**src/rtl/pulse_code_pkg.sv**
```systemverilog
// ============================================================================
// pulse_code_pkg : shared symbol constants and state type for the 2-bit
//                  pulse-length line code (transmitter and receiver).
// Revision 1.0
// ============================================================================
`default_nettype none

package pulse_code_pkg;

  localparam logic [1:0] SYM_NONE  = 2'b00;
  localparam logic [1:0] SYM_LONG  = 2'b01;
  localparam logic [1:0] SYM_MED   = 2'b10;
  localparam logic [1:0] SYM_SHORT = 2'b11;

  localparam int unsigned LEN_SHORT = 1;
  localparam int unsigned LEN_MED   = 2;

  typedef enum logic [1:0] {
    IDLE  = 2'd0,
    PULSE = 2'd1,
    GAP   = 2'd2
  } state_e;

  // High time for a symbol; SYM_NONE has no pulse and reports zero.
  function automatic int unsigned pulse_len(input logic [1:0] s, input int unsigned long_len);
    case (s)
      SYM_SHORT: return LEN_SHORT;
      SYM_MED:   return LEN_MED;
      SYM_LONG:  return long_len;
      default:   return 0;
    endcase
  endfunction

endpackage

`default_nettype wire

```
**src/rtl/pulse_down_counter.sv**
```systemverilog
// ============================================================================
// pulse_down_counter : loadable down-counter with zero flag, shared by the
//                      pulse and gap phases of the encoder.
// Revision 1.0
// ============================================================================
`default_nettype none

module pulse_down_counter #(
  parameter int unsigned CNT_W = 4
) (
  input  logic             clk,
  input  logic             rst,
  input  logic             load_i,
  input  logic [CNT_W-1:0] load_val_i,
  input  logic             dec_i,
  output logic             zero_o
);

  logic [CNT_W-1:0] cnt_q;
  logic [CNT_W-1:0] cnt_d;

  always_comb begin
    cnt_d = cnt_q;
    if (load_i) begin
      cnt_d = load_val_i;
    end else if (dec_i && (cnt_q != '0)) begin
      cnt_d = cnt_q - 1'b1;
    end
  end

  always_ff @(posedge clk or negedge rst) begin
    if (!rst) begin
      cnt_q <= '0;
    end else begin
      cnt_q <= cnt_d;
    end
  end

  assign zero_o = (cnt_q == '0);

endmodule

`default_nettype wire

```
**src/rtl/pulse_len_encoder.sv**
```systemverilog
// ============================================================================
// pulse_len_encoder : sends 2-bit symbols as one high pulse of symbol-dependent
//                     length followed by a forced low gap on serial line b.
// Revision 1.0
// ============================================================================
`default_nettype none

module pulse_len_encoder
  import pulse_code_pkg::*;
#(
  parameter int unsigned LONG_LEN   = 3,
  parameter int unsigned GAP_CYCLES = 1,
  parameter int unsigned CNT_W      = 4
) (
  input  logic       clk,
  input  logic       rst,
  input  logic [1:0] sym,
  input  logic       sym_valid,
  output logic       sym_ready,
  output logic       b,
  output logic       busy,
  output logic       err,
  output logic [7:0] sent_cnt
);

  generate
    if ((LONG_LEN < 3) || (LONG_LEN > 15) || (GAP_CYCLES < 1) || (GAP_CYCLES > 15) ||
        ((LONG_LEN - 1) >= (1 << CNT_W)) || ((GAP_CYCLES - 1) >= (1 << CNT_W))) begin : g_param_check
      $fatal(1, "pulse_len_encoder: illegal LONG_LEN/GAP_CYCLES/CNT_W combination");
    end
  endgenerate

  localparam logic [CNT_W-1:0] GAP_LOAD = CNT_W'(GAP_CYCLES - 1);

  state_e           state_q, state_d;
  logic             b_q, b_d;
  logic             err_q, err_d;
  logic [7:0]       sent_q, sent_d;

  logic             cnt_load;
  logic [CNT_W-1:0] cnt_load_val;
  logic             cnt_dec;
  logic             cnt_zero;
  logic             accept;
  logic [CNT_W-1:0] sym_load;

  assign sym_ready = (state_q == IDLE) || ((state_q == GAP) && cnt_zero);
  assign accept    = sym_valid && sym_ready;
  assign sym_load  = CNT_W'(pulse_len(sym, LONG_LEN) - 1);

  always_comb begin
    state_d      = state_q;
    err_d        = 1'b0;
    sent_d       = sent_q;
    cnt_load     = 1'b0;
    cnt_load_val = '0;
    cnt_dec      = 1'b0;

    case (state_q)
      IDLE, GAP: begin
        if ((state_q == GAP) && !cnt_zero) begin
          cnt_dec = 1'b1;
        end else begin
          // Idle and the final gap cycle share the same acceptance rules.
          state_d = IDLE;
          if (accept) begin
            if (sym == SYM_NONE) begin
              err_d = 1'b1;
            end else begin
              state_d      = PULSE;
              cnt_load     = 1'b1;
              cnt_load_val = sym_load;
            end
          end
        end
      end
      PULSE: begin
        if (cnt_zero) begin
          state_d      = GAP;
          cnt_load     = 1'b1;
          cnt_load_val = GAP_LOAD;
          sent_d       = sent_q + 8'd1;
        end else begin
          cnt_dec = 1'b1;
        end
      end
      default: begin
        state_d = IDLE;
      end
    endcase

    b_d = (state_d == PULSE);
  end

  always_ff @(posedge clk or negedge rst) begin
    if (!rst) begin
      state_q <= IDLE;
      b_q     <= 1'b0;
      err_q   <= 1'b0;
      sent_q  <= 8'd0;
    end else begin
      state_q <= state_d;
      b_q     <= b_d;
      err_q   <= err_d;
      sent_q  <= sent_d;
    end
  end

  pulse_down_counter #(
    .CNT_W (CNT_W)
  ) u_cnt (
    .clk        (clk),
    .rst        (rst),
    .load_i     (cnt_load),
    .load_val_i (cnt_load_val),
    .dec_i      (cnt_dec),
    .zero_o     (cnt_zero)
  );

  assign b        = b_q;
  assign busy     = (state_q != IDLE);
  assign err      = err_q;
  assign sent_cnt = sent_q;

endmodule

`default_nettype wire
```
**config.mk**
```make
export PLATFORM = sky130hd
export DESIGN_NAME = pulse_len_encoder
export DESIGN_NICKNAME = d
export VERILOG_FILES = /design/src/rtl/pulse_code_pkg.sv /design/src/rtl/pulse_down_counter.sv /design/src/rtl/pulse_len_encoder.sv
export SDC_FILE = /design/constraint.sdc
export NUM_CORES = 1
export LEC_CHECK = 0
export ABC_AREA = 1
export CAP_MARGIN = 30
export CORE_MARGIN = 3
export CORE_UTILIZATION = 40
export DETAILED_ROUTE_END_ITERATION = 10
export GPL_ROUTABILITY_DRIVEN = 1
export PLACE_DENSITY = 0.75
export RECOVER_POWER = 100
export SLEW_MARGIN = 0
export SYNTH_ARGS = -nofsm -noshare
export SYNTH_HDL_FRONTEND = slang
export SYNTH_HIERARCHICAL = 1
export SYNTH_SLANG_ARGS = --single-unit
```
**constraint.sdc**
```tcl
create_clock -name clk -period 2.4 [get_ports clk]
set_clock_uncertainty 0.05 [all_clocks]
set_input_delay 0.6 -clock clk [delete_from_list [all_inputs] [get_ports clk]]
set_output_delay 0.6 -clock clk [all_outputs]
set_load 0.02 [all_outputs]
```
=== Yosys cells after proc, flatten, opt, wreduce, memory -nomap -nowiden ===
Index checks and enable logic that the tools add are counted.

* Reductions and logical operators: 14
* Equality and inequality tests: 6
* Add/subtract/negate cells: 3
* Mux-type cells: 24

{| class="wikitable"
|+ Operators with widths
! operator !! count
|-
| $mux 4 || 6
|-
| $mux 1 || 12
|-
| $add 8x1->8 const B || 1
|-
| $sub 4x1->4 const B || 2
|-
| $eq 2x1->1 const B || 3
|-
| $eq 2x2->1 const B || 3
|-
| $pmux 2 s3 || 1
|-
| $logic_and 1x1->1 || 4
|-
| $logic_not 2->1 || 2
|-
| $logic_not 4->1 || 1
|-
| $mux 2 || 2
|-
| $pmux 1 s2 || 2
|-
| $pmux 2 s2 || 1
|-
| $reduce_bool 2->1 || 2
|-
| $reduce_bool 4->1 || 1
|-
| $reduce_and 2->1 || 1
|-
| $reduce_or 2->1 || 1
|-
| $logic_not 1->1 || 1
|-
| $logic_or 1x1->1 || 1
|}

* Bits in registers: 16
* Input bits: 5
* Output and inout port bits: 12

=== Longest topological paths before layout ===
* Word-level depth: 8
* Gate-level depth with buffers: 13

=== By module ===
Netlist, hierarchy kept.

{| class="wikitable"
|+ Modules (own cells, without submodules)
! module !! instances !! area each (µm²) !! cells each !! sequential area each (µm²)
|-
| pulse_len_encoder || 1 || 621.8 || 79 || 300.3
|-
| pulse_down_counter || 1 || 295.3 || 46 || 100.1
|}

=== Worst setup path before layout ===
OpenSTA, ideal clock, no wires.

* Path kind: reg-to-reg
* Start point: register u_cnt.cnt_q[0]
* End point: register u_cnt.cnt_q[3]
* Data required time: 2234 ps
* Buffers on the path: 0
* Setup slack: 369 ps
* Period minus slack after synthesis: 2031 ps
* Stages on the path, launching flop included: 14
* Arrival: 1864 ps
* Path through: dfrtp_1 > inv_1 > ha_1 > nand2_2 > inv_1 > nor2_1 > nor2_2 > o211ai_1 > nand2_1 > inv_2 > nand3b_1 > nand2_1 > clkinv_1 > nand2_1

* Cells in the longest elaborated chain, start to end: 8
* Elaborated cells between the ends (all ways): 22

{| class="wikitable"
|+ RTL lines
! what !! RTL line !! RTL
|-
| start: declaration || pulse_down_counter.sv:19 || <nowiki>logic [CNT_W-1:0] cnt_q;</nowiki>
|-
| start signal: assignment || pulse_down_counter.sv:35 || <nowiki>cnt_q <= cnt_d;</nowiki>
|-
| $logic_not 4->1 (*) || pulse_down_counter.sv:39 || <nowiki>assign zero_o = (cnt_q == '0);</nowiki>
|-
| net cnt_zero || pulse_len_encoder.sv:43 || <nowiki>logic cnt_zero;</nowiki>
|-
| $logic_and 1x1->1 (*) || pulse_len_encoder.sv:47 || <nowiki>assign sym_ready = (state_q == IDLE) || ((state_q == GAP) && cnt_zero);</nowiki>
|-
| $logic_or 1x1->1 (*) || pulse_len_encoder.sv:47 ||
|-
| net sym_ready || pulse_len_encoder.sv:19 || <nowiki>output logic sym_ready,</nowiki>
|-
| $logic_and 1x1->1 (*) || pulse_len_encoder.sv:48 || <nowiki>assign accept = sym_valid && sym_ready;</nowiki>
|-
| $mux 1 (*) || pulse_len_encoder.sv:66 || <nowiki>if (accept) begin</nowiki>
|-
| $mux 1 (*) || pulse_len_encoder.sv:61 || <nowiki>if ((state_q == GAP) && !cnt_zero) begin</nowiki>
|-
| $pmux 1 s2 (*) || pulse_len_encoder.sv:59 || <nowiki>case (state_q)</nowiki>
|-
| net cnt_load || pulse_len_encoder.sv:40 || <nowiki>logic cnt_load;</nowiki>
|-
| $mux 4 or $reduce_bool 2->1 (tied branches) || n/a ||
|}

The timed path passes the listed nets; every way through them passes the cells marked *. The select of a mux whose other input is x is not followed.
A chain may end at the register's enable or synchronous reset.

=== Worst setup path after layout ===
* Start point: register u_cnt.cnt_q[0]
* End point: output sym_ready

* Cells in the longest elaborated chain, start to end: 3

{| class="wikitable"
|+ RTL lines
! what !! RTL line
|-
| $logic_not 4->1 || pulse_down_counter.sv:39
|-
| net cnt_zero || pulse_len_encoder.sv:43
|-
| $logic_and 1x1->1 || pulse_len_encoder.sv:47
|-
| $logic_or 1x1->1 || pulse_len_encoder.sv:47
|-
| end: declaration || pulse_len_encoder.sv:19
|}

The timed path passes the listed nets, and every way through them passes these cells.

==> metrics.sh <==
SYNTH.TOP_CELLS.BY_AREA='dfrtp_1, nand2_1, inv_1'
RELATIVE_MAX_TRANSITION_MARGIN_PCT=42.95
POST_SYNTH_NUM_CELL_TYPES=22
WORSTPATHMAXFANOUT=3
GRTUSAGETOTAL_PCT=14.73
FINAL.SETUP.WORST_SLACK_PS=140.7
HOLD-PATH-CELL-COUNT=2
WORST_SKEW_PAIR.LATE_LATENCY_PS=300
R2R_SLACK_PS=290
SYNTHESIS.AREA_PER_INSTANCE_UM2=7.337
POSTSYNTHREGISTERBITS=16
PLACED_CELLS_INCL_TAPS=171
FLOORPLAN.ROWS=16
FINAL.MIN_CLOCK_PERIOD_PS=2259
INITIAL_UTILIZATION_PCT=44.48
DRT-TOTAL-WL_UM=1741
TOP_CELL_TYPE_S_SHARE_OF_SYNTHESIZED_AREA_PCT=43.66
DRC=0
PLACEMENT.CELL_AREA_UM2=1130
MAX_SLEW.WORST_PIN.SLEW_PS=855.8
GRT_PASS1_VIAS=758
TRITONCTS='built'
FLOORPLAN.CORE_AREA_UM2=2062
GRT_START_MAX_NET_PINS=17
SETUP.WORST_PATH.END='sym_ready'
HOLD_SLACK_PS=486.6
CRITICAL_PATH.REG2REG.ENDPOINT='u_cnt/cnt_q[3]$_DFFE_PN0P_'
NUM-NETS-FINAL=156
CELLPOWERDENSITY_nW_PER_UM2=1111
RUN_STATUS='finished, final reports clean'
CHIPHEIGHT_UM=53.89
VIAS=833
RR_STARTPOINT='u_cnt/cnt_q[0]$_DFFE_PN0P_'
POST_LAYOUT_NONFILLER_INSTANCES=175
POST-DP-HPWL_UM=1379
CLOCKROOTBUFFER='clkbuf_4'
ROUTED_VIA_DENSITY=4.760
NUMCTSBUFFERS=3
SETUP_VIOL=0
YOSYS_WARNINGS=6
FINAL-MAX-SLEW-VIOLATION-COUNT=0
ANTENNADIODECOUNT=0
DIE_W_UM=53.89
TOP_LEVEL_PORTS=17
GRT_ANTENNA_BEFORE_REPAIR=0
POST_ROUTE_CELLS_DRIVE_ABOVE_1_SHARE_PCT=8.784
FIN_SETUP_TNS_PS=0
SYNTH-SEQ-AREA-SHARE_PCT=43.66
PRE_CTS_SLACK_PS=72.08
LEAKAGE_POWER_OF_THE_DESIGN_uW=0.0005947
FIRSTDRTPASSITERS=4
HTREEDEPTH=1
CLOCK_TRANSITION_AT_THE_REGISTER_CLOCK_PINS_ON_THE_WORST_SETUP_AND_HOLD_PATHS_AFTER_CTS_PS=100
SYNTH_AREA_UM2=917.1
NUMPORTBUFFERS=16
GRT_PASS1_WL_UM=3022
DRT-INITIAL-DRC-COUNT=18
RR_WORST_DEPTH=12
FINAL_COMMON_CELL='nand2_1'
FINAL_CELL_MIX='nand2_1, dfrtp_1, inv_1'
IRDROPWORSTVDD_V=0.0006062
HOLD_PATH_CLASS='register to register'
SETUP_REPAIR_AFTER_GLOBAL_ROUTING_MISSED_ITS_MARGIN='false'
WORST_SETUP_PATH_STARTPOINT='u_cnt/cnt_q[0]$_DFFE_PN0P_'
AREAGROWTHSYNTHTOFINISH_PCT=23.74
CLOCKBUFFERDEPTH=2
PERIOD_SHARE_PCT=94.14
FLOORPLAN.DIE_AREA_UM2=2904
CTS_SETUP_BUFFERS=0
GLOBAL_ROUTE_CONGESTION_OVERFLOW_TOTAL=0
WORST_SETUP_PATH_START_KIND='register'
REQUIRED_PS=1750
MAX_CLOCK_FREQ_MHz=442.6
ARRIVAL_PS=1610
CLOCK-SINKS=16
YOSYSTOPAREACELL='dfrtp_1'
ENDPOINT_CLASS_OF_THE_CRITICAL_PATH='primary output'
FINAL_ANTENNA_NET_COUNT=0
GP_CONGESTION=0.8457
MAXCAPVIOLATIONS=0
SYN_INST=125
CATEGORY_OF_THE_MOST_CRITICAL_SETUP_PATH='register to primary output'
REPORT.FINAL.HOLD_VIOL_COUNT=0
FINAL_CELL_AREA_UM2=1135
ROUTEDWLPERCELL_UM=9.949
==> per-stage QoR <==
| stage | util (%) | power [uW] |
|---|---|---|
| 4_1_cts | 56.55 | 1332 |
| 2_1_floorplan | - | 920.4 |
| 3_5_place_dp | 54.79 | 1153 |
| 5_1_grt | 55.04 | 1377 |
| 3_3_place_gp | 54.79 | 1128 |
| 6_report | 55.04 | 1261 |
==> flip-flops by register name (all words and copies together), names as in the netlist <==
signal and cells:
u_cnt/cnt_q 4, b 1, err 1, sent_cnt 8
state_q 2
==> report_power, final <==
part,internal [uW],leakage [uW],switching (uW)
Sequential,355,0.000208,74.6
Combinational,249,0.000366,401
Clock,92.5,0.0000210,88.3
Total,697,0.000595,564
==> cell families after synthesis <==
family                   Yosys count  share of synthesized area (%)
AND/OR/NAND/NOR                   80                          39.56
adder cells (fa/ha/maj)            2                          2.728
AO/OA/AOI/OAI                      7                          4.092
other                              1                         0.4089
XOR/XNOR                           3                          2.865
flip-flops                        16                          43.66
buffers and inverters             16                          6.684
==> worst max-delay path, stage by stage (launching register included) <==
cell	delay, ps
dfrtp_1	410
inv_1	100
ha_1	200
nand2_1	110
inv_1	90
nor2_1	60
nor2_2	140
clkbuf_2	200
==> worst min path at each step <==
stage,startpoint,to,slack (ps)
2_1_floorplan,rst,b$_DFF_PN0_,250
3_3_place_gp,u_cnt/cnt_q[0]$_DFFE_PN0P_,u_cnt/cnt_q[0]$_DFFE_PN0P_,460
3_5_place_dp,sent_cnt[7]$_DFFE_PN0P_,sent_cnt[7]$_DFFE_PN0P_,470
4_1_cts,sent_cnt[7]$_DFFE_PN0P_,sent_cnt[7]$_DFFE_PN0P_,490
5_1_grt,sent_cnt[7]$_DFFE_PN0P_,sent_cnt[7]$_DFFE_PN0P_,520
6_report,sent_cnt[7]$_DFFE_PN0P_,sent_cnt[7]$_DFFE_PN0P_,490
==> area by class of cell <==
cell class / instances / area, um2
clock buffer: 4 / 36.28
fill: 179 / 927.1
inverter: 16 / 61.31
multi-input combinational: 94 / 436.7
sequential: 16 / 400.4
tap: 27 / 33.78
timing repair buffer: 18 / 166.4
==> metal layers <==
metal  up-vias  routed length (um)  track usage (%)
met5         -                   0                0
met1       374                 778            15.41
met3         2                 144            6.648
met2        25                 805            25.40
met4         0                  13            5.957
li1        432                   -                -
==> cell usage after synthesis <==
library cell and n:
clkinv_1 1, clkinv_2 1, conb_1 1, dfrtp_1 16, ha_1 2, inv_1 13, inv_2 1, nand2_1 51
nand2_2 4, nand2_4 1, nand3_1 7, nand3_4 1, nand3b_1 2, nand4_1 1, nor2_1 7, nor2_2 4
nor3_1 2, o211ai_1 1, o21ai_0 5, o21ai_1 1, xnor2_1 1, xor2_1 2
==> repair_timing <==
item | 4_1_cts | 5_1_grt
cloned | 0 | 0
resized for setup | 2 | 1
pin swaps | 0 | 0
hold buffers | 0 | 0
setup endpoints to repair | 1 | 1
(Power assumes the default switching activity.)
